`src/rtl/sine_voice_scheduler_pkg.sv`:
```
// Shared constants and FSM state type for the polyphonic sine voice scheduler.
package sine_voice_scheduler_pkg;

  localparam int         TABLE_LEN = 180;
  localparam logic [7:0] MIDSCALE  = 8'h80;
  localparam int         ROM_LAT   = 1;

  typedef enum logic [2:0] {
    IDLE,
    ISSUE,
    WAIT,
    ACCUM,
    DONE
  } state_e;

endpackage

```
`src/rtl/sine_voice_scheduler_voice_phase_step.sv`:
```
// Combinational phase advance: {int,frac} + step, with the integer part wrapped modulo TABLE_LEN.
module voice_phase_step #(
  parameter int TABLE_LEN = 180,
  parameter int IDX_W     = 8,
  parameter int FRAC_W    = 8
) (
  input  logic [IDX_W+FRAC_W-1:0] phase_in,
  input  logic [IDX_W+FRAC_W-1:0] step_in,
  output logic [IDX_W+FRAC_W-1:0] phase_out
);

  localparam int PH_W = IDX_W + FRAC_W;

  logic [PH_W:0]  sum;
  logic [IDX_W:0] int_w;

  // The second compare only fires for illegal steps; it keeps the address in range regardless.
  always_comb begin
    sum   = {1'b0, phase_in} + {1'b0, step_in};
    int_w = sum[PH_W:FRAC_W];
    if (int_w >= (IDX_W+1)'(TABLE_LEN)) int_w = int_w - (IDX_W+1)'(TABLE_LEN);
    if (int_w >= (IDX_W+1)'(TABLE_LEN)) int_w = '0;
    phase_out = {int_w[IDX_W-1:0], sum[FRAC_W-1:0]};
  end

endmodule

```
`src/rtl/sine_voice_scheduler.sv`:
```
// Round-robin scheduler sharing one sine ROM among N_VOICES phase accumulators and mixing
// the enabled voices into a single unsigned 8-bit sample once per sample tick.
module sine_voice_scheduler #(
  parameter int N_VOICES   = 4,
  parameter int TABLE_LEN  = sine_voice_scheduler_pkg::TABLE_LEN,
  parameter int IDX_W      = 8,
  parameter int FRAC_W     = 8,
  parameter int SAMPLE_DIV = 4630,
  parameter int MIX_SHIFT  = 2
) (
  input  logic                                clk,
  input  logic                                rst_n,
  input  logic [N_VOICES-1:0]                 voice_en,
  input  logic [N_VOICES*(IDX_W+FRAC_W)-1:0]  step_flat,
  input  logic                                ovr_clr,
  output logic [IDX_W-1:0]                    lut_addr,
  input  logic [7:0]                          lut_data,
  output logic [7:0]                          sample_out,
  output logic                                sample_valid,
  output logic                                busy,
  output logic                                overrun
);

  import sine_voice_scheduler_pkg::*;

  localparam int PH_W   = IDX_W + FRAC_W;
  localparam int VIDX_W = (N_VOICES > 1) ? $clog2(N_VOICES) : 1;
  localparam int CNT_W  = (SAMPLE_DIV > 1) ? $clog2(SAMPLE_DIV) : 1;
  localparam int ACC_W  = 8 + MIX_SHIFT + 1;

  state_e                   state_q, state_d;
  logic [VIDX_W-1:0]        voice_q, voice_d;
  logic [CNT_W-1:0]         cnt_q, cnt_d;
  logic [PH_W-1:0]          phase_q [N_VOICES];
  logic [PH_W-1:0]          phase_d [N_VOICES];
  logic signed [ACC_W-1:0]  acc_q, acc_d;
  logic [7:0]               sample_out_q, sample_out_d;
  logic [IDX_W-1:0]         lut_addr_q, lut_addr_d;
  logic                     overrun_q, overrun_d;

  logic                     tick;
  logic [PH_W-1:0]          step_sel;
  logic [PH_W-1:0]          phase_next;
  logic signed [8:0]        delta;

  assign tick     = (cnt_q == CNT_W'(SAMPLE_DIV - 1));
  assign step_sel = step_flat[int'(voice_q)*PH_W +: PH_W];

  voice_phase_step #(
    .TABLE_LEN (TABLE_LEN),
    .IDX_W     (IDX_W),
    .FRAC_W    (FRAC_W)
  ) u_phase_step (
    .phase_in  (phase_q[voice_q]),
    .step_in   (step_sel),
    .phase_out (phase_next)
  );

  // One voice occupies three slots: ISSUE drives the address, WAIT covers ROM latency,
  // ACCUM consumes the data and moves that voice's phase on.
  always_comb begin
    state_d      = state_q;
    voice_d      = voice_q;
    cnt_d        = tick ? '0 : cnt_q + 1'b1;
    phase_d      = phase_q;
    acc_d        = acc_q;
    sample_out_d = sample_out_q;
    lut_addr_d   = lut_addr_q;
    overrun_d    = overrun_q;
    delta        = $signed({1'b0, lut_data}) - 9'sd128;

    case (state_q)
      IDLE: begin
        if (tick) begin
          state_d = ISSUE;
          voice_d = '0;
          acc_d   = '0;
        end
      end
      ISSUE: begin
        lut_addr_d = phase_q[voice_q][PH_W-1:FRAC_W];
        state_d    = WAIT;
      end
      WAIT: state_d = ACCUM;
      ACCUM: begin
        if (voice_en[voice_q]) begin
          acc_d            = acc_q + {{(ACC_W-9){delta[8]}}, delta};
          phase_d[voice_q] = phase_next;
        end else begin
          phase_d[voice_q] = '0;
        end
        if (voice_q == VIDX_W'(N_VOICES - 1)) begin
          state_d      = DONE;
          sample_out_d = 8'(acc_d >>> MIX_SHIFT) + MIDSCALE;
        end else begin
          voice_d = voice_q + 1'b1;
          state_d = ISSUE;
        end
      end
      DONE:    state_d = IDLE;
      default: state_d = IDLE;
    endcase

    // Clear first so a dropped tick in the same cycle still leaves overrun set.
    if (ovr_clr) overrun_d = 1'b0;
    if (tick && (state_q != IDLE)) overrun_d = 1'b1;
  end

  always_ff @(posedge clk or negedge rst_n) begin
    if (!rst_n) begin
      state_q      <= IDLE;
      voice_q      <= '0;
      cnt_q        <= '0;
      phase_q      <= '{default: '0};
      acc_q        <= '0;
      sample_out_q <= MIDSCALE;
      lut_addr_q   <= '0;
      overrun_q    <= 1'b0;
    end else begin
      state_q      <= state_d;
      voice_q      <= voice_d;
      cnt_q        <= cnt_d;
      phase_q      <= phase_d;
      acc_q        <= acc_d;
      sample_out_q <= sample_out_d;
      lut_addr_q   <= lut_addr_d;
      overrun_q    <= overrun_d;
    end
  end

  assign lut_addr     = lut_addr_q;
  assign sample_out   = sample_out_q;
  assign sample_valid = (state_q == DONE);
  assign busy         = (state_q != IDLE);
  assign overrun      = overrun_q;

endmodule

```
`config.mk`:
```
export PLATFORM = sky130hd
export DESIGN_NAME = sine_voice_scheduler
export DESIGN_NICKNAME = d
export VERILOG_FILES = /design/src/rtl/sine_voice_scheduler_pkg.sv /design/src/rtl/sine_voice_scheduler_voice_phase_step.sv /design/src/rtl/sine_voice_scheduler.sv
export SDC_FILE = /design/constraint.sdc
export NUM_CORES = 1
export LEC_CHECK = 0
export BUFFER_PORTS_ARGS = -buffer_cell sky130_fd_sc_hd__buf_2
export CAP_MARGIN = 10
export CORE_MARGIN = 4
export CORE_UTILIZATION = 50
export DETAILED_ROUTE_END_ITERATION = 12
export HOLD_SLACK_MARGIN = 0.06
export PLACE_DENSITY = 0.74
export SETUP_SLACK_MARGIN = 0.5
export SLEW_MARGIN = 20
export SYNTH_ARGS = -nofsm -noshare
export SYNTH_HDL_FRONTEND = slang
export SYNTH_SLANG_ARGS = --single-unit
```
`constraint.sdc`:
```
create_clock -name clk -period 5.05 [get_ports clk]
set_input_delay 0.2525 -clock clk [delete_from_list [all_inputs] [get_ports clk]]
set_output_delay 0.2525 -clock clk [all_outputs]
set_load 0.03 [all_outputs]
```
== Word-level counts from Yosys, hierarchy flattened ==
Index checks and enable logic that the tools add are counted.
Word-level totals
  bits in registers: 110
  input bits: 79
  output and inout port bits: 19
Cells by class
  $add $sub $neg: 7
  $lt $le $gt $ge: 5
  equal/unequal tests: 9
  shift operators: 1
  mux-type cells: 24
  bitwise gates (word level): 3
  reductions and logical operators: 10
Operators with widths (count)
  $and 64x64->64: 1
  $bwmux 64: 1
  $mux 64: 1
  $not 64->64: 1
  $shiftx 64x7->16: 1
  $mux 16: 3
  $mux 11: 3
  $bmux 16 s2: 1
  $demux 16 s2: 1
  $pmux 11 s2: 1
  $ge 9x8->1 const B: 2
  $add 16x16->17: 1
  $add 13x1->13 const B: 1
  $eq 13x13->1 const B: 1
  $mux 13: 1
  $pmux 3 s4: 1
  $add 11x11->11: 1
  $mux 9: 1
  $sub 8x8->9 const B: 1
  $sub 9x8->9 const B: 1
  $add 8x8->8 const B: 1
  $mux 8: 1
  $eq 3x2->1 const B: 2
  $mux 3: 2
  other kinds (19): 28

== Depth between registers and ports, before layout ==
Gate-level depths: netlist (run 1).
  word-level depth: 11
  depth in mapped cells: 16

== Cells and area by module ==
From an unflattened synthesis (run 1), not the netlist that was laid out.
Unflattened totals
  cell total of the unflattened synthesis: 625
  area, all modules: 6520.0 µm²
Modules (own cells, without submodules)
  sine_voice_scheduler: instances 1, cells each 486, area an instance 5441.5 µm², sequential area each 2728.9 µm²
  voice_phase_step: instances 1, cells each 139, area an instance 1078.5 µm², sequential area each 0.0 µm²

== Least setup slack after synthesis (run 1) ==
No wires, ideal clock.
  path kind: register to register
  start: register voice_q[0]
  end: register phase_q[31] (netlist name)
  setup time: 77 ps
  arrival: 4819 ps
  path slack: 154 ps
  cell stages (with the launch flop): 16
  clock period less this slack: 4896 ps
  path through: dfrtp_1 > clkbuf_1 > buf_2 > buf_1 > mux4_2 > ha_1 > a21o_1 > a221o_1 > and4_4 > o211a_1 > or3_1 > buf_2 > or3_4 > a21oi_2 > o31ai_2 > o21ai_1
Between the ends
  cells in the longest elaborated chain, start to end: 11
  elaborated cells on any way between the ends: 22
  classes of those cells: add/sub (2); order compare (4); shift (1); mux (11); bitwise (3); reduce/logical (1)
RTL lines
  start: declaration: line sine_voice_scheduler.sv:32  | logic [VIDX_W-1:0] voice_q, voice_d;
  start signal: assignment: line sine_voice_scheduler.sv:121  | voice_q <= voice_d;
  parallel branches: the longest is 10 deep, another holds $add 16x16->17
  $mux 64 (*): line sine_voice_scheduler.sv:86  | if (voice_en[voice_q]) begin
  end signal: assignment: line sine_voice_scheduler.sv:123  | phase_q <= phase_d;
  end: declaration: line sine_voice_scheduler.sv:34  | logic [PH_W-1:0] phase_q [N_VOICES];
Mark *: on every way between the ends. The select of a mux whose other input is x is not followed.
A chain may end at the register's enable or synchronous reset.

== Final worst setup path (run 1) ==
  start: register voice_q[0]
  end: register phase_q[63] (netlist name)
The elaborated chain is that of the path after synthesis.

==> results.py, run 1 <==
metrics = {
    "power_and_ir_drop": {
        "power_frac_comb": 0.149,
        "swShare": 0.2552,
        "power_density_nw_per_um2": 257.0,
        "internal-power_w": 0.001454,
        "clockPowerShare": 0.395,
        "leakagePower_nw": 3.443,
        "vdd_ir_drop_max_mv": 0.1838,
        "power_switching_w": 0.0004980,
        "sequentialPowerShare": 0.457,
    },
    "logic_synthesis": {
        "avgSynthCellArea_um2": 10.15,
        "syn_nets": 761,
        "ys_async_sr_fraction": 1.000,
        "synth-edff-count": 0,
        "seq_area_frac_synth": 0.4142,
        "yosysMostFrequentCell": "dfrtp_1",
        "synth_largest_area_cell": "dfrtp_1",
        "syn_inst": 649,
        "synth_cell_types": 64,
        "synth_commonest_cells": "dfrtp_1 (108), nand2_1 (92), nor2_1 (48), o21ai_0 (43), a21oi_1 (38)",
        "yosys.area.top_type_share": 0.4102,
        "ys_ff_latch": 109,
        "yosysWarnings": 0,
        "ys.flop_type": "dfrtp_1",
        "syn_area_um2": 6589,
        "ys_top_cells_by_area": "dfrtp_1 (41%), mux4_2 (11%), ha_1 (5.9%)",
    },
    "routing": {
        "post_drt_wl_per_cell_um": 17.62,
        "drc": 0,
        "vias": 5378,
        "wirelength_um": 16020,
        "drt_iter0_drc": 397,
        "vias_per_cell": 5.916,
        "dr.pass1.iters": 5,
        "detail-route-antenna-nets": 0,
    },
    "global_route": {
        "grt-ovfl-total": 0,
        "track_usage": 0.2205,
        "grt_pass1_vias": 5396,
        "grt_first_pass_wirelength_um": 26140,
        "grt_max_degree": 63,
        "antenna_found_initial": 0,
    },
    "cts": {
        "cts-htree-levels": 3,
        "post_cts_buffers": 0,
        "clkSinkCount": 109,
        "path_clk_slew_ns": 0.07,
        "cts_root_buf": "clkbuf_16",
        "numCtsBuffers": 9,
        "cts_tree": "yes",
        "insertion_delay_ns": 0.36,
        "cts.path.max_buffers": 2,
    },
    "timing": {
        "min_period_ns": 4.275,
        "clock_skew_ns": 0.01072,
        "relSlewSlack": 0.4416,
        "hold_ws_ns": 0.07774,
        "drv_slew": 0,
        "fin_crit_sh": 0.8465,
        "grt_setup_unrepaired": "yes",
        "tns_ns": 0,
        "finalSetupViolCount": 0,
        "fmax_mhz": 233.9,
        "hold_viol_final": 0,
        "worst_pin_slew_ns": 0.8356,
    },
    "critical_path": {
        "crit_fanout": 17,
        "worstPathArrival_ns": 4.55,
        "required_ns": 5.32,
        "end_kind": "register",
        "critPathKind": "reg -> reg",
        "critPathLaunchType": "register",
    },
    "placed_design": {
        "hpwl_um": 11700,
        "port_buffers": 97,
        "dpl_cell_area_um2": 7214,
        "place_congestion": 0.8875,
    },
    "floorplanning": {
        "die_h_um": 122.8,
        "chipWidth_um": 122.8,
        "num_rows": 41,
        "num_io_pins": 98,
        "start_util": 0.5158,
        "dieArea_um2": 15080,
        "coreArea_um2": 12770,
    },
    "final_layout": {
        "final_nets": 844,
        "syn_to_final_growth_pct": 15.29,
        "filler_cell_count": 1074,
        "layout-drive-gt1-share": 0.2510,
        "post-route-cell-area_um2": 7596,
        "num_antenna_cells": 0,
    },
    "hold_path": {
        "hp-class": "in -> reg",
    },
    "status": {
        "status": "finished, final reports clean",
    },
    "run": {
        "cap_violations": 0,
    },
}
[through the flow]
stage                     instances  setup WS, ns  total power [W]    util
after floorplan                 649        0.6378         0.001092       -
after global placement          892        0.7088         0.001178  0.5648
after detailed placement        892        0.5587         0.001187  0.5648
after CTS                       909        0.5513         0.001965  0.5911
after global routing            909        0.4948         0.002039  0.5947
final                           909        0.7753         0.001952  0.5947
[cell usage in the layout (no fill, tap or decap), types with 3 or more instances in the layout]
| cell | count |
|---|---|
| a211o_1 | 3 |
| a21boi_0 | 3 |
| a21o_1 | 8 |
| a21oi_1 | 38 |
| a21oi_2 | 3 |
| a22o_1 | 31 |
| a31o_2 | 3 |
| a31oi_1 | 7 |
| and2_1 | 8 |
| and3_1 | 7 |
| buf_2 | 96 |
| buf_4 | 9 |
| clkbuf_16 | 9 |
| dfrtp_1 | 107 |
| ha_1 | 31 |
| inv_1 | 14 |
| mux2_2 | 9 |
| mux4_2 | 32 |
| nand2_1 | 92 |
| nand2b_1 | 5 |
| nand3_1 | 19 |
| nor2_1 | 48 |
| nor2b_1 | 3 |
| nor3_1 | 4 |
| nor3b_1 | 4 |
| o211ai_1 | 3 |
| o21a_1 | 6 |
| o21ai_0 | 43 |
| o21ai_1 | 6 |
| o21bai_1 | 3 |
| o31ai_1 | 3 |
| xnor2_1 | 19 |
| xor2_1 | 9 |
[final timing paths]
path                               start             to  slack, ns  cells after the start
min in group asynchronous          rst_n       acc_q[3]       0.54                      2
max reg2reg                   voice_q[0]    phase_q[63]       0.78                     12
max                           voice_q[0]    phase_q[63]       0.78                     12
min reg2reg                sample_out[7]  sample_out[7]       0.48                      2
min                              ovr_clr        overrun       0.08                      2
max in group asynchronous          rst_n     voice_q[0]       3.37                      3
[power groups by stage]
stage | combinational [W] | sequential, W | clock, W
2_1_floorplan | 0.000187 | 0.000906 | 0
4_1_cts | 0.000283 | 0.000891 | 0.000792
5_1_grt | 0.000322 | 0.000892 | 0.000825
6_report | 0.000290 | 0.000891 | 0.000770
3_5_place_dp | 0.000280 | 0.000908 | 0
3_3_place_gp | 0.000270 | 0.000908 | 0
[critical path: stages (launching register included)]
cell and delay [ns]:
dfrtp_2 0.52, buf_6 0.29, mux4_2 0.57, fa_1 0.45
a21o_1 0.22, a221o_1 0.38, and4_4 0.21, o211a_1 0.22
or3_1 0.48, or3_4 0.43, nor2_1 0.13, o31ai_2 0.11
o21ai_1 0.17
[what timing repair did]
| item | 4_1_cts | 5_1_grt |
|---|---|---|
| resized for setup | 0 | 8 |
| hold buffers | 1 | 0 |
| endpoints found under the hold margin | 60 | 0 |
| setup endpoints to repair | 0 | 29 |
[registers in the layout, indices dropped and copies added (netlist names)]
| register | cells |
|---|---|
| acc_q | 10 |
| lut_addr | 8 |
| sample_out | 8 |
| overrun | 1 |
| phase_q | 64 |
| state_q | 3 |
| voice_q | 2 |
| cnt_q | 13 |
[logic make-up after synthesis]
family / Yosys count / share of synthesized area
buffers and inverters: 51 / 0.03190
adders and majority gates: 33 / 0.06494
DFF: 109 / 0.4142
xor gates and xnor gates: 29 / 0.03855
AOI/OAI and AO/OA: 179 / 0.1817
muxes: 42 / 0.1263
and+or+nand+nor: 206 / 0.1424
[cell type report]
class                   instances  area [um^2]  area share
well taps                     172        215.2     0.02833
repair buffers                108        580.6     0.07643
clock inverters                 5        83.83     0.01104
flip-flops and latches        109         2730      0.3594
clock buffers                  11        242.7     0.03196
multi-input cells             489         3687      0.4854
inverters                      15        56.30    0.007412
[metal layers]
layer	vias up	GRT usage	share of wire
met2	200	0.3656	0.48
met5	-	0	0
met1	2626	0.2973	0.44
met3	18	0.04009	0.068
li1	2534	-	-
met4	0	0.06368	0.013
No activity file was read; power rests on OpenSTA's default activity.
==> inputs of run 2 (changes only) <==
--- a/config.mk
+++ b/config.mk
@@ -11,7 +11,7 @@
 export CORE_UTILIZATION = 50
 export DETAILED_ROUTE_END_ITERATION = 12
 export HOLD_SLACK_MARGIN = 0.06
-export PLACE_DENSITY = 0.74
+export PLACE_DENSITY = 0.71
 export SETUP_SLACK_MARGIN = 0.5
 export SLEW_MARGIN = 20
 export SYNTH_ARGS = -nofsm -noshare
==> constraint.sdc (replaced) <==
create_clock -name clk -period 4.5 [get_ports clk]
set_input_delay 0.225 -clock clk [delete_from_list [all_inputs] [get_ports clk]]
set_output_delay 0.225 -clock clk [all_outputs]
set_load 0.03 [all_outputs]
==> results.py, run 2 (synthesis results as in run 1) <==
metrics = {
    "hold_path": {
        "hp-class": "in -> reg",
        "hold_start": "lut_data[0]",
    },
    "timing": {
        "drv_slew": 0,
        "finalSetupViolCount": 0,
        "hold_viol_final": 0,
        "tns_ns": 0,
        "grt_setup_unrepaired": "yes",
        "fin_crit_sh": 0.8887,
        "clock_skew_ns": 0.01455,
        "fmax_mhz": 250.1,
        "worst_pin_slew_ns": 0.9116,
        "relSlewSlack": 0.3908,
        "min_period_ns": 3.999,
    },
    "placed_design": {
        "place_congestion": 1.002,
        "port_buffers": 97,
        "dp_cells": 898,
        "hpwl_um": 11860,
    },
    "critical_path": {
        "critPathKind": "reg -> reg",
        "critPathBufInv": 4,
        "required_ns": 4.74,
        "r2r-start": "voice_q[0]",
        "critPathTopFamily": "compound AO/OA/AOI/OAI gates",
        "crit_slowest_cell": "mux4_2",
        "end_kind": "register",
        "worstPathArrival_ns": 4.24,
        "startpoint": "voice_q[0]",
        "slowest_delay_ns": 0.52,
        "crit_chain": "buf_12, buf_12, buf_4, mux4_2, ha_1, a21oi_1, nor2_1, a211oi_1, nand3_1, a2bb2oi_1, nor2_1, o21ai_0, o31ai_1, buf_4, a22o_1",
        "critPathLaunchType": "register",
        "crit_fanout": 8,
    },
    "floorplanning": {
        "coreArea_um2": 12770,
        "num_io_pins": 98,
        "num_rows": 41,
        "start_util": 0.5158,
        "die_h_um": 122.8,
        "chipWidth_um": 122.8,
        "dieArea_um2": 15080,
    },
    "global_route": {
        "antenna_found_initial": 0,
        "grt_first_pass_wirelength_um": 26830,
        "track_usage": 0.2282,
        "grt-ovfl-total": 0,
        "grt_max_degree": 72,
        "grt_pass1_vias": 5450,
    },
    "routing": {
        "post_drt_wl_per_cell_um": 18.68,
        "drc": 0,
        "wirelength_um": 17260,
        "vias": 5529,
        "dr.pass1.iters": 5,
        "vias_per_cell": 5.984,
        "drt_iter0_drc": 393,
        "detail-route-antenna-nets": 0,
    },
    "final_layout": {
        "final_nets": 859,
        "syn_to_final_growth_pct": 20.30,
        "top_regs": "phase_q x64, cnt_q x13, acc_q x10",
        "final_common_cell": "dfrtp_1",
        "final_cell_mix": "dfrtp_1 (107), buf_2 (96), nand2_1 (92)",
        "layout-drive-gt1-share": 0.2939,
        "largest_reg_flops": 64,
        "num_antenna_cells": 0,
        "instances_no_fill": 924,
        "largest_register": "phase_q",
    },
    "cts": {
        "clkSinkCount": 109,
        "cts_tree": "yes",
        "path_clk_slew_ns": 0.08,
        "insertion_delay_ns": 0.36,
        "cts-htree-levels": 3,
        "cts.path.max_buffers": 2,
        "cts_root_buf": "clkbuf_16",
        "numCtsBuffers": 9,
    },
    "status": {
        "status": "finished, final reports clean",
    },
    "power_and_ir_drop": {
        "vdd_ir_drop_max_mv": 0.2347,
        "leakagePower_nw": 3.551,
        "power_density_nw_per_um2": 277.5,
    },
    "run": {
        "cap_violations": 0,
    },
}
-- run 2: final timing paths --
| kind | endpoint | slack (ns) | depth (start not counted) |
|---|---|---|---|
| max | phase_q[29] | 0.50 | 15 |
| min | acc_q[0] | 0.23 | 3 |
| max reg2reg | phase_q[29] | 0.50 | 15 |
| min reg2reg | phase_q[32] | 0.48 | 2 |
| max in group asynchronous | voice_q[0] | 2.90 | 3 |
| min in group asynchronous | acc_q[5] | 0.53 | 2 |
-- run 2: worst reg2reg max path, stage by stage (launching register included) --
cell,delay [ns]
dfrtp_2,0.37
buf_12,0.14
buf_12,0.14
buf_4,0.15
mux4_2,0.52
ha_1,0.42
a21oi_1,0.29
nor2_1,0.09
a211oi_1,0.38
nand3_1,0.23
a2bb2oi_1,0.41
nor2_1,0.10
o21ai_0,0.16
o31ai_1,0.09
buf_4,0.18
a22o_1,0.20
-- run 2: timing repair --
item	CTS	global route
hold buffers	2	0
endpoints found under the hold margin	70	0
resized for setup	17	20
buffers inserted	4	2
cloned	1	1
setup endpoints to repair	30	31
pin swaps	2	2
-- run 2: final cells by class --
type | instances | area [um^2]
Fill cell | 1020 | 4847
Multi-Input combinational cell | 489 | 3841
Sequential cell | 109 | 2730
Timing Repair Buffer | 123 | 779.5
Clock buffer | 9 | 225.2
Tap cell | 172 | 215.2
Clock inverter | 7 | 78.83
Inverter | 15 | 56.30
-- run 2: per-stage QoR --
step	setup WS (ns)	hold slack (ns)	power, W	cell area, um^2	util
final	0.5009	0.2313	0.002200	7926	0.6205
after global routing	0.2803	0.2406	0.002295	7926	0.6205
after CTS	0.5238	0.2265	0.002189	7757	0.6073
after detailed placement	0.2604	0.4065	0.001344	7287	0.5705
after global placement	0.3334	0.3878	0.001335	7287	0.5705
after floorplan	0.5064	-0.07059	0.001226	6628	-
-- run 2: power breakdown --
part	switching (W)	internal (W)	total, W
clock	0.000390	0.000441	0.000830
sequential	0.00000913	0.000991	0.00100
combinational	0.000208	0.000161	0.000369
total	0.000607	0.00159	0.00220
-- run 2: routing by layer --
metal | up-vias | routed length (um) | part of all wire | global-route usage
li1 | 2574 | - | - | -
met1 | 2711 | 7545 | 0.44 | 0.3037
met2 | 224 | 8166 | 0.47 | 0.3837
met3 | 20 | 1246 | 0.072 | 0.03641
met4 | 0 | 299 | 0.017 | 0.07348
met5 | - | 0 | 0 | 0
==> inputs of run 3 (changes only) <==
--- a/config.mk
+++ b/config.mk
@@ -7,11 +7,13 @@
 export LEC_CHECK = 0
 export BUFFER_PORTS_ARGS = -buffer_cell sky130_fd_sc_hd__buf_2
 export CAP_MARGIN = 10
+export CELL_PAD_IN_SITES_DETAIL_PLACEMENT = 0
+export CELL_PAD_IN_SITES_GLOBAL_PLACEMENT = 2
 export CORE_MARGIN = 4
-export CORE_UTILIZATION = 50
+export CORE_UTILIZATION = 37
 export DETAILED_ROUTE_END_ITERATION = 12
 export HOLD_SLACK_MARGIN = 0.06
-export PLACE_DENSITY = 0.71
+export PLACE_DENSITY_LB_ADDON = 0.1
 export SETUP_SLACK_MARGIN = 0.5
 export SLEW_MARGIN = 20
 export SYNTH_ARGS = -nofsm -noshare
==> results.py, run 3 (synthesis results as in run 1) <==
metrics = {
    "critical_path": {
        "worstPathArrival_ns": 4.26,
        "critPathLaunchType": "register",
        "r2r_setup_slack_ns": 0.50,
        "crit_fanout": 6,
        "r2r-start": "voice_q[0]",
        "cp_common_cell": "or3_4",
        "critPathKind": "reg -> reg",
        "critPathTopFamily": "compound AO/OA/AOI/OAI gates",
        "crit_slowest_cell": "mux4_2",
        "reg2regPathDepth": 13,
        "end_kind": "register",
        "critPathBufInv": 2,
        "slowest_delay_ns": 0.55,
        "required_ns": 4.76,
        "crit_chain": "buf_12, buf_6, mux4_2, fa_2, a21o_1, a221o_1, and4_4, o211a_1, or3_4, or3_4, a21oi_2, o31ai_2, o21ai_1",
        "r2r-end": "phase_q[31]",
    },
    "cts": {
        "cts.path.max_buffers": 2,
        "path_clk_slew_ns": 0.07,
        "clkSinkCount": 109,
        "cts_tree": "yes",
        "numCtsBuffers": 9,
        "cts_root_buf": "clkbuf_16",
        "insertion_delay_ns": 0.36,
        "cts-htree-levels": 3,
    },
    "hold_path": {
        "hold_start": "lut_data[0]",
        "hp-class": "in -> reg",
        "holdPathEnd": "acc_q[0]",
        "hold-path-cell-count": 3,
    },
    "final_layout": {
        "multiInputGateArea_um2": 3814,
        "filler_cell_count": 1683,
        "layout-drive-gt1-share": 0.2929,
        "final_nets": 865,
        "final_cell_mix": "dfrtp_1 (106), buf_2 (96), nand2_1 (92)",
        "top_regs": "phase_q x64, cnt_q x13, acc_q x10",
        "post-route-util": 0.4596,
        "largest_reg_flops": 64,
        "final_common_cell": "dfrtp_1",
        "syn_to_final_growth_pct": 21.06,
        "seq_area_um2": 2731,
        "num_antenna_cells": 0,
        "largest_register": "phase_q",
    },
    "placed_design": {
        "port_buffers": 97,
        "place_congestion": 0.8040,
        "hpwl_um": 13260,
    },
    "floorplanning": {
        "start_util": 0.3796,
        "num_rows": 48,
        "num_io_pins": 98,
        "die_h_um": 141.4,
        "chipWidth_um": 141.4,
        "coreArea_um2": 17360,
        "dieArea_um2": 20010,
    },
    "power_and_ir_drop": {
        "vdd_ir_drop_max_mv": 0.2261,
        "power_density_nw_per_um2": 273.4,
        "leakagePower_nw": 3.566,
    },
    "timing": {
        "worst_pin_slew_ns": 0.8900,
        "tns_ns": 0,
        "hold_viol_final": 0,
        "drv_slew": 0,
        "grt_setup_unrepaired": "yes",
        "hold_ws_ns": 0.2324,
        "clock_skew_ns": 0.01072,
        "fin_crit_sh": 0.8885,
        "fmax_mhz": 250.1,
        "finalSetupViolCount": 0,
        "min_period_ns": 3.998,
        "relSlewSlack": 0.4052,
    },
    "routing": {
        "drt_iter0_drc": 186,
        "vias_per_cell": 5.437,
        "dr.pass1.iters": 4,
        "wirelength_um": 17850,
        "detail-route-antenna-nets": 0,
        "post_drt_wl_per_cell_um": 18.16,
        "drc": 0,
        "vias": 5345,
    },
    "run": {
        "cap_violations": 0,
    },
    "global_route": {
        "antenna_found_initial": 0,
        "grt-ovfl-total": 0,
        "track_usage": 0.1828,
        "grt_first_pass_wirelength_um": 28960,
        "grt_pass1_vias": 5489,
        "grt_max_degree": 59,
    },
    "status": {
        "status": "finished, final reports clean",
    },
}
-- run 3: changes by cell type in the layout (fill, tap and decap cells not counted), moves of 2 or more --
| cell | previous run | this run |
|---|---|---|
| a21oi_2 | 4 | 6 |
| ha_1 | 23 | 26 |
| ha_2 | 3 | 1 |
| buf_4 | 18 | 26 |
| clkbuf_1 | 0 | 2 |
| inv_6 | 4 | 1 |
-- run 3: cell type report --
class,count,share of cell area
inverter,15,0.007059
clock buffer,12,0.03090
clock inverter,4,0.006902
multi-input combinational,489,0.4781
tap,225,0.03529
timing repair buffer,129,0.09929
sequential,109,0.3424
-- run 3: metrics by stage --
| step | area [um^2] | setup slack, ns | total power, W | cells |
|---|---|---|---|---|
| after floorplan | 6628 | 0.5064 | 0.001226 | 649 |
| after global placement | 7357 | 0.2066 | 0.001355 | 953 |
| after detailed placement | 7357 | 0.08748 | 0.001356 | 953 |
| after CTS | 7811 | 0.4847 | 0.002198 | 976 |
| after global routing | 7976 | 0.3871 | 0.002298 | 983 |
| final | 7976 | 0.5018 | 0.002180 | 983 |
-- run 3: worst max-delay path by stage --
stage,end,cells past startpoint,start
after floorplan,phase_q[31],15,voice_q[0]
after global placement,phase_q[30],12,voice_q[0]
after detailed placement,phase_q[42],12,voice_q[0]
after CTS,phase_q[15],12,voice_q[0]
after global routing,phase_q[15],13,voice_q[0]
final,phase_q[31],13,voice_q[0]
-- run 3: repair_timing --
| action | CTS | global route |
|---|---|---|
| endpoints found under the setup margin | 32 | 32 |
| hold buffers | 2 | 0 |
| cloned | 0 | 1 |
| pin swaps | 2 | 9 |
| resized for setup | 20 | 14 |
| buffers inserted | 5 | 6 |
| hold endpoints to repair | 57 | 0 |
-- run 3: routing by layer --
| layer | wire length [um] | global-route usage | share of wire |
|---|---|---|---|
| met3 | 1045 | 0.02730 | 0.059 |
| met4 | 346 | 0.05859 | 0.019 |
| met2 | 8174 | 0.2932 | 0.46 |
| met1 | 8281 | 0.2564 | 0.46 |
| met5 | 0 | 0 | 0 |
-- run 3: worst register-to-register path, cell delays in order, from the launching register on --
cell and delay, ns:
dfrtp_2 0.38, buf_12 0.14, buf_6 0.12, mux4_2 0.55
fa_2 0.41, a21o_1 0.19, a221o_1 0.40, and4_4 0.23
o211a_1 0.25, or3_4 0.42, or3_4 0.41, a21oi_2 0.14
o31ai_2 0.10, o21ai_1 0.17
-- run 3: power by group --
| part | switching, W | leakage (nW) | total [W] | internal (W) |
|---|---|---|---|---|
| combinational | 0.000207 | 2.14 | 0.000368 | 0.000161 |
| clock | 0.000361 | 0.143 | 0.000812 | 0.000451 |
| sequential | 0.00000930 | 1.28 | 0.00100 | 0.000992 |
